[src/rtl/pll_lock_seq.sv]
// rtl/pll_lock_seq.sv - PLL reset sequencer and frequency lock monitor (optional irq via PLL_LOCK_SEQ_IRQ_EN)
module pll_lock_seq #(
    parameter int WIN_CYC    = 64,
    parameter int CW         = 8,
    parameter int TOL        = 2,
    parameter int RST_CYC    = 16,
    parameter int SETTLE_CYC = 256,
    parameter int GOOD_REQ   = 4,
    parameter int BAD_REQ    = 2,
    parameter int RETRY_MAX  = 3
) (
    input  logic          ref_clk,
    input  logic          rst,
    input  logic          en,
    input  logic [CW-1:0] exp_cnt,
    input  logic          fb_tgl,
    output logic          pll_rst,
    output logic          locked,
    output logic          fault,
    output logic          busy,
    output logic [CW-1:0] meas_cnt,
    output logic [1:0]    retry_cnt
`ifdef PLL_LOCK_SEQ_IRQ_EN
    ,
    output logic          irq,
    input  logic          irq_clr
`endif
);

    localparam logic [2:0] ST_IDLE    = 3'd0;
    localparam logic [2:0] ST_RESET   = 3'd1;
    localparam logic [2:0] ST_SETTLE  = 3'd2;
    localparam logic [2:0] ST_MEASURE = 3'd3;
    localparam logic [2:0] ST_LOCKED  = 3'd4;
    localparam logic [2:0] ST_FAULT   = 3'd5;

    localparam int TW = $clog2((SETTLE_CYC > RST_CYC) ? SETTLE_CYC : RST_CYC) + 1;
    localparam int WW = $clog2(WIN_CYC) + 1;
    localparam int GW = $clog2(GOOD_REQ) + 1;
    localparam int BW = $clog2(BAD_REQ) + 1;

    logic [2:0]        state;
    logic [2:0]        state_nxt;
    logic [TW-1:0]     seq_cnt;
    logic [WW-1:0]     win_cnt;
    logic [CW-1:0]     edge_cnt;
    logic [CW-1:0]     cnt_fin;
    logic [CW-1:0]     exp_q;
    logic [GW-1:0]     good_run;
    logic [BW-1:0]     bad_run;
    logic              sync1;
    logic              sync2;
    logic              sync3;
    logic              edge_det;
    logic              in_win;
    logic              win_end;
    logic signed [CW:0] diff;
    logic [CW:0]       mag;
    logic              good;
    logic              good_last;
    logic              bad_last;
    logic              retry_last;

    assign edge_det   = sync2 ^ sync3;
    assign in_win     = (state == ST_MEASURE) || (state == ST_LOCKED);
    assign win_end    = in_win && (win_cnt == WW'(WIN_CYC - 1));
    // The edge seen on the window's last cycle still belongs to that window
    assign cnt_fin    = (edge_det && (edge_cnt != {CW{1'b1}})) ? edge_cnt + 1'b1 : edge_cnt;
    assign diff       = $signed({1'b0, cnt_fin}) - $signed({1'b0, exp_q});
    assign mag        = diff[CW] ? (~diff + 1'b1) : diff;
    assign good       = mag <= (CW+1)'(TOL);
    assign good_last  = good_run == GW'(GOOD_REQ - 1);
    assign bad_last   = bad_run == BW'(BAD_REQ - 1);
    assign retry_last = retry_cnt == 2'(RETRY_MAX - 1);

    always_comb begin
        state_nxt = state;
        if (!en) begin
            state_nxt = ST_IDLE;
        end else begin
            case (state)
                ST_IDLE:   state_nxt = ST_RESET;
                ST_RESET:  if (seq_cnt == TW'(RST_CYC - 1)) state_nxt = ST_SETTLE;
                ST_SETTLE: if (seq_cnt == TW'(SETTLE_CYC - 1)) state_nxt = ST_MEASURE;
                ST_MEASURE: begin
                    if (win_end) begin
                        if (good) begin
                            if (good_last) state_nxt = ST_LOCKED;
                        end else begin
                            state_nxt = retry_last ? ST_FAULT : ST_RESET;
                        end
                    end
                end
                ST_LOCKED: if (win_end && !good && bad_last) state_nxt = ST_RESET;
                ST_FAULT:  state_nxt = ST_FAULT;
                default:   state_nxt = ST_IDLE;
            endcase
        end
    end

    always_ff @(posedge ref_clk or posedge rst) begin
        if (rst) begin
            state     <= ST_IDLE;
            seq_cnt   <= '0;
            win_cnt   <= '0;
            edge_cnt  <= '0;
            exp_q     <= '0;
            good_run  <= '0;
            bad_run   <= '0;
            meas_cnt  <= '0;
            retry_cnt <= '0;
            sync1     <= 1'b0;
            sync2     <= 1'b0;
            sync3     <= 1'b0;
        end else begin
            state <= state_nxt;
            sync1 <= fb_tgl;
            sync2 <= sync1;
            sync3 <= sync2;

            if (((state == ST_RESET) || (state == ST_SETTLE)) && (state_nxt == state))
                seq_cnt <= seq_cnt + 1'b1;
            else
                seq_cnt <= '0;

            if (state == ST_RESET && state_nxt == ST_SETTLE)
                exp_q <= exp_cnt;

            // Windows run back-to-back from MEASURE entry through LOCKED
            if (in_win) begin
                if (win_end) begin
                    win_cnt  <= '0;
                    edge_cnt <= '0;
                    meas_cnt <= cnt_fin;
                end else begin
                    win_cnt  <= win_cnt + 1'b1;
                    edge_cnt <= cnt_fin;
                end
            end else begin
                win_cnt  <= '0;
                edge_cnt <= '0;
            end

            if (state != ST_MEASURE)
                good_run <= '0;
            else if (win_end && good)
                good_run <= good_last ? '0 : good_run + 1'b1;

            if (state != ST_LOCKED)
                bad_run <= '0;
            else if (win_end)
                bad_run <= (good || bad_last) ? '0 : bad_run + 1'b1;

            if (state == ST_MEASURE && win_end) begin
                if (!good)
                    retry_cnt <= retry_cnt + 1'b1;
                else if (good_last)
                    retry_cnt <= '0;
            end

            if (!en) begin
                retry_cnt <= '0;
                meas_cnt  <= '0;
            end
        end
    end

    assign pll_rst = (state == ST_IDLE) || (state == ST_RESET) || (state == ST_FAULT);
    assign locked  = state == ST_LOCKED;
    assign fault   = state == ST_FAULT;
    assign busy    = (state == ST_RESET) || (state == ST_SETTLE) || (state == ST_MEASURE);

`ifdef PLL_LOCK_SEQ_IRQ_EN
    logic irq_set;

    // Looking at the next state makes irq rise together with the status change
    assign irq_set = ((state_nxt == ST_LOCKED) != locked) ||
                     ((state_nxt == ST_FAULT) && !fault);

    always_ff @(posedge ref_clk or posedge rst) begin
        if (rst)
            irq <= 1'b0;
        else if (irq_set)
            irq <= 1'b1;
        else if (irq_clr)
            irq <= 1'b0;
    end
`endif

endmodule

[config.mk]
export PLATFORM = sky130hd
export DESIGN_NAME = pll_lock_seq
export DESIGN_NICKNAME = d
export VERILOG_FILES = /design/src/rtl/pll_lock_seq.sv
export SDC_FILE = /design/constraint.sdc
export NUM_CORES = 1
export LEC_CHECK = 0
export CORE_ASPECT_RATIO = 0.6
export CORE_UTILIZATION = 50
export CTS_CLUSTER_DIAMETER = 30
export DETAILED_ROUTE_END_ITERATION = 8
export GPL_TIMING_DRIVEN = 0
export PLACE_DENSITY = 0.82
export SYNTH_ARGS = -nofsm -noshare
export SYNTH_HDL_FRONTEND = slang
export SYNTH_SLANG_ARGS = --single-unit
export TNS_END_PERCENT = 20
[constraint.sdc]
create_clock -name ref_clk -period 4 [get_ports ref_clk]
set_input_delay 1.2 -clock ref_clk [delete_from_list [all_inputs] [get_ports ref_clk]]
set_output_delay 1.2 -clock ref_clk [all_outputs]
set_load 0.02 [all_outputs]
== After elaboration in Yosys (flattened, before gate mapping) ==
Cells that the tools add are included.

* Reduce and logical (&&, ||, !) cells: 20
* Add/subtract/negate cells: 8
* Equality and inequality tests: 20
* $lt $le $gt $ge: 1
* Mux-type cells: 29
* Bitwise operators: 2

{| class="wikitable"
|+ Operator list
! operator !! count
|-
| $mux W8 || 6
|-
| $mux W3 || 11
|-
| $add A9 B1 Y9 const B || 2
|-
| $mux W9 || 2
|-
| $pmux W3 S6 || 1
|-
| $mux W2 || 7
|-
| $mux W7 || 2
|-
| $eq A3 B2 Y1 const B || 4
|-
| $eq A9 B4 Y1 const B || 1
|-
| $eq A9 B8 Y1 const B || 1
|-
| $le A9 B2 Y1 const B || 1
|-
| $not A9 Y9 || 1
|-
| $sub A8 B8 Y9 || 1
|-
| $add A8 B1 Y8 const B || 1
|-
| $logic_and A1 B1 Y1 || 8
|-
| $ne A8 B8 Y1 const B || 1
|-
| $add A7 B1 Y7 const B || 1
|-
| $eq A7 B6 Y1 const B || 1
|-
| $eq A3 B3 Y1 const B || 2
|-
| $logic_or A1 B1 Y1 || 6
|-
| $ne A2 B1 Y1 const B || 3
|-
| $ne A3 B2 Y1 const B || 2
|-
| $add A2 B1 Y2 const B || 2
|-
| $reduce_and A2 Y1 || 2
|-
| other kinds (10) || 11
|}

* Bits of input ports: 12
* Word-level logic and storage cells: 92
* Flip-flop bits (word level): 53

== Longest topological paths before layout ==
Gate-level depths: netlist (run 1).

* Word-level depth: 17
* Depth in mapped cells: 18

== Worst setup path after synthesis (run 1) ==
Ideal clock, no wire load.

* Path kind: flip-flop to flip-flop
* Start: register edge_cnt[0]
* End: register retry_cnt[0]
* Arrival: 3.982 ns
* Path slack: -0.098 ns
* Cell stages (with the launch flop): 19
* Path buffers: 1
* Data required time: 3.884 ns
* Path through: dfrtp_1 ha_1 nand2_1 nor2_1 a31oi_1 nand4_1 nor3_1 xnor2_1 inv_1 ha_1 a21o_1 a31o_2 a31oi_2 and2_4 a2111oi_2 o221a_2 buf_6 or4_1 o311ai_0

* Word-level cells in the longest chain between the ends: 11
* Elaborated cells on any way between the ends: 14
* Those cells by class: add/sub (3); order compare (1); eq/ne (2); mux (5); bitwise (1); reduce/logical (2)

{| class="wikitable"
|+ Ends and longest elaborated chain
! element !! RTL line !! RTL
|-
| start, declared || 46 || <nowiki>logic [CW-1:0] edge_cnt;</nowiki>
|-
| start signal, assigned || 137 || <nowiki>edge_cnt <= cnt_fin;</nowiki>
|-
| branches (longest 2 deep; another with $add A8 B1 Y8) || n/a ||
|-
| $mux W8 (*) || 68 || <nowiki>assign cnt_fin = (edge_det && (edge_cnt != {CW{1'b1}})) ? edge_cnt + 1'b1 : edge_cnt;</nowiki>
|-
| $sub A8 B8 Y9 (*) || 69 || <nowiki>assign diff = $signed({1'b0, cnt_fin}) - $signed({1'b0, exp_q});</nowiki>
|-
| $not A9 Y9 || 70 || <nowiki>assign mag = diff[CW] ? (~diff + 1'b1) : diff;</nowiki>
|-
| $add A9 B1 Y9 || 70 ||
|-
| $mux W9 (*) || 70 ||
|-
| $le A9 B2 Y1 (*) || 71 || <nowiki>assign good = mag <= (CW+1)'(TOL);</nowiki>
|-
| $mux W2 || 155 || <nowiki>if (!good)</nowiki>
|-
| $mux W2 || 154 || <nowiki>if (state == ST_MEASURE && win_end) begin</nowiki>
|-
| $mux W2 || 161 || <nowiki>if (!en) begin</nowiki>
|-
| end signal, assigned || 156 || <nowiki>retry_cnt <= retry_cnt + 1'b1;</nowiki>
|-
| end, declared || 22 || <nowiki>output logic [1:0] retry_cnt</nowiki>
|}

Mark *: on every way between the ends. The select of a mux whose other input is x is not followed.
A chain may end at the register's enable or synchronous reset.

== Final worst setup path (run 1) ==
* Start: register edge_cnt[4]
* End: register retry_cnt[1]

The elaborated chain is that of the path after synthesis.

==> results of run 1 <==
==> cell type report <==
type / count / area (sq um)
Multi-Input combinational cell: 221 / 1990
Clock buffer: 6 / 82.6
Buffer: 8 / 37.5
Clock inverter: 1 / 7.51
Sequential cell: 53 / 1330
Fill cell: 387 / 1510
Timing Repair Buffer: 60 / 544
Tap cell: 80 / 100
Inverter: 26 / 97.6
==> layout by cell type (no fill, tap or decap), types with 6 or more instances in the layout <==
master and count:
dfrtp_1 53, nor2_1 42, ha_4 6, clkbuf_8 6, buf_6 6, nand3_1 9, a211oi_1 8, ha_1 7
buf_4 29, mux2_2 8, xnor2_2 6, clkbuf_1 7, inv_1 22, xnor2_1 8, clkdlybuf4s50_1 25, or3_1 6
nand2_1 16
==> worst max-delay path by stage <==
stage / startpoint / to / slack (ns) / cells after the start
2_1_floorplan: edge_cnt[0] / retry_cnt[0] / 0.009 / 18
3_3_place_gp: edge_cnt[0] / retry_cnt[1] / -0.31 / 18
3_5_place_dp: edge_cnt[0] / retry_cnt[1] / -0.40 / 18
4_1_cts: edge_cnt[1] / good_run[0] / 0.003 / 16
5_1_grt: edge_cnt[4] / good_run[0] / -0.26 / 15
6_report: edge_cnt[4] / retry_cnt[1] / -0.15 / 16
==> per-layer routing <==
| metal | part of all wire | track usage | routed length (um) | vias to the layer above |
|---|---|---|---|---|
| met5 | 0 | 0 | 0 | - |
| met4 | 0.023 | 0.0964 | 184 | 0 |
| met3 | 0.055 | 0.0664 | 440 | 14 |
| met2 | 0.48 | 0.407 | 3840 | 93 |
| met1 | 0.45 | 0.359 | 3610 | 1254 |
| li1 | - | - | - | 1205 |
==> where the power goes <==
part	internal (mW)	switching [mW]	leakage, nW
Combinational	0.0419	0.0451	1.07
Sequential	0.542	0.00598	0.729
Clock	0.137	0.178	0.0433
Total	0.721	0.229	1.84
==> worst register-to-register path, stage by stage, from the launching register on <==
cell      delay [ns]
dfrtp_1         0.45
nand3_2         0.18
nor2_4          0.19
a31oi_4         0.13
buf_6           0.15
xnor2_2         0.15
ha_2            0.21
fa_2            0.40
nand2b_4        0.18
a21oi_4         0.21
xor2_2          0.13
or3_4           0.38
o211a_4         0.29
o221a_2         0.30
buf_6           0.14
or4_4           0.49
o311ai_4        0.07
==> flip-flops by register name (all words and copies together) (netlist names), 3 cells and up <==
register  flops
seq_cnt       9
win_cnt       7
meas_cnt      8
state         3
exp_q         8
edge_cnt      8
good_run      3
==> kinds of logic (layout without fill, tap and decap cells) <==
logic type | after synthesis | in the layout | share of synthesized area
buffers and inverters | 34 | 101 | 0.0447
xor gates and xnor gates | 23 | 23 | 0.0667
DFF | 53 | 53 | 0.439
and+or+nand+nor | 121 | 121 | 0.207
AOI/OAI and AO/OA | 51 | 51 | 0.137
adders and majority gates | 16 | 16 | 0.0687
muxes | 10 | 10 | 0.0364
==> what timing repair did <==
action | CTS | global route
gates cloned | 0 | 0
pin swaps | 24 | 29
setup endpoints to repair | 10 | 10
gates resized for setup | 45 | 35
setup buffers | 24 | 10
hold buffers | 0 | 0
==> impl_metrics.tcl, run 1 <==
set metrics [dict create \
    status "finished with violations" \
    violations "setup timing" \
    drtPass1Iterations 4 \
    hp-start "sync1" \
    grt_util_all_layers 0.264 \
    critPathRequiredTime_ns 4.22 \
    p_leak_nw 1.84 \
    gp_congestion 0.837 \
    r2r_cells 16 \
    worst-r2r-setup-slack_ns -0.15 \
    synth_nets 336 \
    clock_latency_ns 0.32 \
    rr_startpoint "edge_cnt[4]" \
    fin_skew_ns 0.0107 \
    layout-drive-gt1-share 0.320 \
    r2r-end "retry_cnt[1]" \
    min_to "sync2" \
    post-route-period-util 1.04 \
    numCtsBuffers 5 \
    die_area_sq_um 6370 \
    clock_path_buffers 2 \
    peakVddDrop_v 0.000155 \
    path_clk_slew_ns 0.10 \
    hold_viol 0 \
    maxSlewViolCount 0 \
    drc 0 \
    cp-end-kind "flip-flop" \
    syn2layout_area_growth_pct 38.6 \
    crit_fanout 10 \
    cpMostUsedCell "buf_6" \
    grt_max_degree 45 \
    hpwl_mm 4.63 \
    whs_ns 0.358 \
    grt_pass1_wl_mm 12.5 \
    fin_crit_ns 4.15 \
    io_pins 26 \
    cp-start-kind "flip-flop" \
    vias 2566 \
    worst_slack_ns -0.151 \
    setup_tns_ns -0.816 \
    synth.cells.most_frequent "dfrtp_1 (53), nor2_1 (47), inv_1 (26)" \
    num_rows 21 \
    slowest_delay_ns 0.49 \
    ctsRootBufferMaster "clkbuf_8" \
    port-buffer-count 25 \
    power_uw 950 \
    fmax_mhz 241 \
    yosys.cell_count.top_type "dfrtp_1" \
    synth_area_sq_um 3020 \
    postSynthCellCount 308 \
    via_per_inst 5.64 \
    cts_tree "yes" \
    antenna_cells 0 \
    initial_core_util 0.530 \
    grt_pass1_vias 2522 \
    rsz0062_at_grt "true" \
    powerDensity_nw_per_um2 227 \
    finalInstanceArea_sq_um 4190 \
    nets 403 \
    ys_top_cells_by_area "dfrtp_1 (44%), ha_1 (6.2%), nor2_1 (5.8%), xnor2_1 (4.1%), inv_1 (3.2%)" \
    dpl_cell_area_sq_um 3400 \
    synthArstFlopShare 1.00 \
    slowest_stage "or4_4" \
    synth-seq-cells 53 \
    cp.arrival_ns 4.37 \
    syn_avg_cell_area_sq_um 9.81 \
    max_slew_margin 0.558 \
    crit_chain "nand3_2 > nor2_4 > a31oi_4 > buf_6 > xnor2_2 > ha_2 > fa_2 > nand2b_4 > a21oi_4 > xor2_2 > or3_4 > o211a_4 > o221a_2 > buf_6 > or4_4 > o311ai_4" \
    antenna_found_initial 0 \
    die_y_um 62.2 \
    worstSetupPathType "flip-flop to flip-flop" \
    seq_area_frac_synth 0.439 \
    synth_top_area_frac 0.439 \
    hold_class "flip-flop to flip-flop" \
    critPathTopFamily "simple AND/OR/NAND/NOR gates" \
    critPathBufInv 2 \
    grt_overflow 0 \
    synth_top_area_cell "dfrtp_1" \
    synth-edff-count 0 \
    wl_per_cell_um 17.7 \
    drtIter0Drc 165 \
    cts_sinks 53 \
    place_inst 414 \
    ys_types 57 \
    tightest_slew_ns 0.659 \
    setup_violations 7 \
    pre_cts_slack_ns -0.398 \
    synthFlopType "dfrtp_1" \
    final_cells 455 \
    finish.utilization 0.734 \
    drv_cap 0 \
    die_x_um 102 \
    hold_depth 0 \
    core_area_sq_um 5700 \
    ant_nets 0 \
    routed_wl_mm 8.07 \
    ys_warn_count 0 \
    htree_levels 2 \
]
Power figures use the tool's default switching activity.
==> inputs of run 2 (changes only) <==
Settings changed: RECOVER_POWER set to 100.
==> impl_metrics.tcl, run 2 (synthesized netlist as in run 1, its figures left out) <==
set metrics [dict create \
    status "finished with violations" \
    violations "setup timing" \
    grt_pass1_vias 2522 \
    p_leak_nw 1.87 \
    antenna_cells 0 \
    port-buffer-count 25 \
    die_y_um 62.2 \
    routed_wl_mm 8.05 \
    maxSlewViolCount 0 \
    mostFrequentLayoutCells "dfrtp_1 (53), nor2_1 (42), buf_4 (29)" \
    core_area_sq_um 5700 \
    power_uw 945 \
    peakVddDrop_v 0.000153 \
    io_pins 26 \
    vias 2516 \
    nets 403 \
    grt_pass1_wl_mm 12.5 \
    path_clk_slew_ns 0.10 \
    initial_core_util 0.530 \
    worstSetupPathType "flip-flop to flip-flop" \
    num_rows 21 \
    fillers 389 \
    fmax_mhz 242 \
    htree_levels 2 \
    max_slew_margin 0.268 \
    grt_overflow 0 \
    ctsRootBufferMaster "clkbuf_8" \
    drtIter0Drc 131 \
    cp-end-kind "flip-flop" \
    layout_commonest_cell "dfrtp_1" \
    crit_fanout 10 \
    gp_congestion 0.837 \
    fin_crit_ns 4.13 \
    ant_nets 0 \
    cts_tree "yes" \
    layout-drive-gt1-share 0.317 \
    powerDensity_nw_per_um2 227 \
    antenna_found_initial 0 \
    worst_slack_ns -0.133 \
    tightest_slew_ns 1.10 \
    numCtsBuffers 5 \
    pre_cts_slack_ns -0.398 \
    wl_per_cell_um 17.7 \
    clock_latency_ns 0.32 \
    critPathRequiredTime_ns 4.22 \
    critPathTopFamily "simple AND/OR/NAND/NOR gates" \
    grt_util_all_layers 0.264 \
    hpwl_mm 4.63 \
    drv_cap 0 \
    largest_register "seq_cnt" \
    drtPass1Iterations 4 \
    hold_class "flip-flop to flip-flop" \
    die_x_um 102 \
    cts_hold_buffers 0 \
    fin_skew_ns 0.00970 \
    cp.arrival_ns 4.35 \
    slowest_stage "or4_4" \
    drc 0 \
    via_per_inst 5.53 \
    cp-start-kind "flip-flop" \
    rsz0062_at_grt "true" \
    grt_max_degree 45 \
    die_area_sq_um 6370 \
    post-route-period-util 1.03 \
    clock_path_buffers 2 \
    cts_sinks 53 \
    slowest_delay_ns 0.49 \
    crit_chain "nand3_2 > nor2_4 > a31oi_4 > buf_6 > xnor2_2 > ha_2 > fa_2 > nand2b_4 > a21oi_4 > xor2_2 > or3_4 > o211a_4 > o221a_2 > buf_6 > or4_4 > o311ai_4" \
    setup_violations 7 \
    syn2layout_area_growth_pct 38.1 \
    critPathBufInv 2 \
    largest_register_ffs 9 \
    hold_viol 0 \
    cpMostUsedCell "buf_6" \
]
==> run 2: cell count changes in the layout (fill, tap and decap cells not counted), sizes merged <==
cell | before | now
buf | 36 | 35
clkbuf | 13 | 14
dlygate4sd3 | 0 | 17
clkdlybuf4s50 | 25 | 8
==> run 2: metrics by stage <==
stage / hold slack [ns] / setup TNS (ns) / cell area (sq um) / utilization / instances
finish: 0.357 / -0.688 / 4170 / 0.732 / 455
floorplan: 0.331 / 0 / 3030 / - / 308
global route: 0.379 / -1.69 / 4170 / 0.732 / 455
detailed placement: 0.337 / -2.73 / 3400 / 0.596 / 414
CTS: 0.359 / 0 / 3960 / 0.694 / 445
global placement: 0.333 / -1.83 / 3380 / 0.592 / 413
==> run 2: final cells by class <==
class                           count  area [sq um]  share of cell area
Buffer                              8          37.5             0.00900
Clock inverter                      1          7.51             0.00180
Multi-Input combinational cell    221          1990               0.477
Tap cell                           80           100              0.0240
Sequential cell                    53          1330               0.318
Timing Repair Buffer               60           529               0.127
Clock buffer                        6          82.6              0.0198
Inverter                           26          97.6              0.0234
==> run 2: where the power goes <==
group | total (mW) | internal [mW] | switching [mW]
combinational | 0.0827 | 0.0381 | 0.0446
sequential | 0.547 | 0.542 | 0.00570
clock | 0.315 | 0.137 | 0.178
total | 0.945 | 0.717 | 0.228
==> run 2: path summary, 6_finish.rpt <==
path / startpoint / to / slack (ns) / cells after the start
worst max-delay path: edge_cnt[4] / retry_cnt[1] / -0.13 / 16
worst min-delay path: sync1 / sync2 / 0.36 / 0
worst max register to register: edge_cnt[4] / retry_cnt[1] / -0.13 / 16
worst min register to register: sync1 / sync2 / 0.36 / 0
max in group asynchronous: rst / retry_cnt[1] / 1.34 / 3
min in group asynchronous: rst / sync2 / 1.27 / 2
==> run 2: repair_timing <==
| action | CTS | global route |
|---|---|---|
| resized for setup | 45 | 35 |
| endpoints found under the setup margin | 10 | 10 |
| buffers inserted | 24 | 10 |
| pin swaps | 24 | 29 |
==> run 2: worst register-to-register path, stage by stage, from the launching register on <==
cell,delay (ns)
dfrtp_1,0.45
nand3_2,0.18
nor2_4,0.19
a31oi_4,0.13
buf_6,0.15
xnor2_2,0.15
ha_2,0.21
fa_2,0.40
nand2b_4,0.18
a21oi_4,0.21
xor2_2,0.13
or3_4,0.38
o211a_4,0.28
o221a_2,0.29
buf_6,0.14
or4_4,0.49
o311ai_4,0.07
==> run 2: per-layer routing <==
metal / global-route usage / vias to the layer above / part of all wire
li1: - / 1205 / -
met1: 0.359 / 1216 / 0.44
met2: 0.407 / 83 / 0.48
met3: 0.0664 / 12 / 0.059
met4: 0.0964 / 0 / 0.021
met5: 0 / - / 0
==> inputs of run 3 (changes only) <==
Settings changed: SKIP_CTS_REPAIR_TIMING set to 1.
==> impl_metrics.tcl, run 3 (synthesized netlist as in run 1, its figures left out) <==
set metrics [dict create \
    clock_latency_ns 0.32 \
    p_leak_nw 1.77 \
    status "finished with violations" \
    io_pins 26 \
    hold_viol 0 \
    ctsRootBufferMaster "clkbuf_8" \
    layout_commonest_cell "dfrtp_1" \
    crit_chain "ha_4 > nand2_4 > nor2_4 > a31oi_4 > nand4_1 > buf_4 > xor2_4 > inv_1 > ha_4 > a21boi_2 > nor2_1 > or4_4 > nor4b_4 > o221ai_4 > or4_4 > a21oi_2" \
    slowest_delay_ns 0.52 \
    path_clk_slew_ns 0.10 \
    crit_fanout 5 \
    routed_wl_mm 7.44 \
    cp-start-kind "flip-flop" \
    gp_congestion 0.837 \
    critPathRequiredTime_ns 4.25 \
    die_y_um 62.2 \
    layout-drive-gt1-share 0.259 \
    drv_cap 0 \
    num_rows 21 \
    worst_slack_ns -0.187 \
    violations "setup timing" \
    grt_max_degree 45 \
    hold_class "flip-flop to flip-flop" \
    pre_cts_slack_ns -0.398 \
    cts_tree "yes" \
    via_per_inst 5.62 \
    syn2layout_area_growth_pct 30.8 \
    maxSlewViolCount 0 \
    regArea_sq_um 1330 \
    clock_path_buffers 2 \
    drtPass1Iterations 4 \
    fmax_mhz 239 \
    critPathBufInv 2 \
    tightest_slew_ns 1.07 \
    cp-end-kind "flip-flop" \
    ant_nets 0 \
    hpwl_mm 4.63 \
    grt_overflow 0 \
    max_slew_margin 0.289 \
    worstSetupPathType "flip-flop to flip-flop" \
    setup_violations 9 \
    cts_sinks 53 \
    fin_crit_ns 4.19 \
    multi_input_area_sq_um 1880 \
    vias 2491 \
    top_usage_layer "met1" \
    grt_pass1_wl_mm 10.3 \
    initial_core_util 0.530 \
    antenna_found_initial 0 \
    rsz0062_at_grt "true" \
    die_area_sq_um 6370 \
    htree_levels 2 \
    powerDensity_nw_per_um2 238 \
    wl_per_cell_um 16.8 \
    numCtsBuffers 5 \
    post-route-period-util 1.05 \
    mostFrequentLayoutCells "dfrtp_1 (50), nor2_1 (44), inv_1 (26)" \
    critPathTopFamily "simple AND/OR/NAND/NOR gates" \
    finish.utilization 0.693 \
    peakVddDrop_v 0.000155 \
    largest_register_ffs 9 \
    drtIter0Drc 131 \
    drc 0 \
    port-buffer-count 25 \
    largest_register "seq_cnt" \
    cp.arrival_ns 4.43 \
    grt.met1_usage 0.314 \
    core_area_sq_um 5700 \
    fillers 428 \
    fin_skew_ns 0.0125 \
    nets 391 \
    antenna_cells 0 \
    setup_tns_ns -1.27 \
    grt_pass1_vias 2174 \
    grtUsageMet2 0.310 \
    grt_util_all_layers 0.216 \
    die_x_um 102 \
    met3_usage 0.0529 \
    slowest_stage "or4_4" \
]
## run 3: worst register-to-register path, delay by kind of cell (launching register included)
family                     cells  cell delay [ns]
and+or+nand+nor                7             1.88
DFF                            1             0.47
buffers and inverters          2             0.33
xor gates and xnor gates       1             0.16
AOI/OAI and AO/OA              4             0.77
adders and majority gates      2             0.50
## run 3: cell type report
| type | count | area share |
|---|---|---|
| Multi-Input combinational cell | 221 | 0.475 |
| Sequential cell | 53 | 0.336 |
| Timing Repair Buffer | 48 | 0.106 |
| Tap cell | 80 | 0.0253 |
| Inverter | 26 | 0.0247 |
| Clock buffer | 6 | 0.0209 |
| Buffer | 8 | 0.00949 |
| Clock inverter | 1 | 0.00190 |
## run 3: stage by stage
step / power (mW) / instance area, sq um / instances / hold slack [ns]
6_report: 0.942 / 3950 / 443 / 0.358
5_1_grt: 0.977 / 3950 / 443 / 0.378
4_1_cts: 0.938 / 3490 / 421 / 0.359
3_5_place_dp: 0.627 / 3400 / 414 / 0.337
3_3_place_gp: 0.622 / 3380 / 413 / 0.333
2_1_floorplan: 0.595 / 3030 / 308 / 0.331
## run 3: metal layers
| layer | wire length, um | vias up |
|---|---|---|
| li1 | - | 1184 |
| met1 | 3500 | 1230 |
| met2 | 3470 | 69 |
| met3 | 370 | 8 |
| met4 | 95 | 0 |
| met5 | 0 | - |
## run 3: final timing paths
| check | from | endpoint | slack (ns) | cells after the start |
|---|---|---|---|---|
| setup / recovery | edge_cnt[0] | good_run[0] | -0.19 | 16 |
| hold / removal | sync1 | sync2 | 0.36 | 0 |
| setup reg to reg | edge_cnt[0] | good_run[0] | -0.19 | 16 |
| hold reg to reg | sync1 | sync2 | 0.36 | 0 |
| max in group asynchronous | rst | edge_cnt[1] | 1.34 | 3 |
| min in group asynchronous | rst | sync2 | 1.26 | 2 |
## run 3: power breakdown
part           switching [mW]  internal (mW)  total (mW)
Sequential            0.00561          0.542       0.547
Combinational          0.0438         0.0359      0.0797
Clock                   0.178          0.137       0.315
Total                   0.227          0.715       0.942
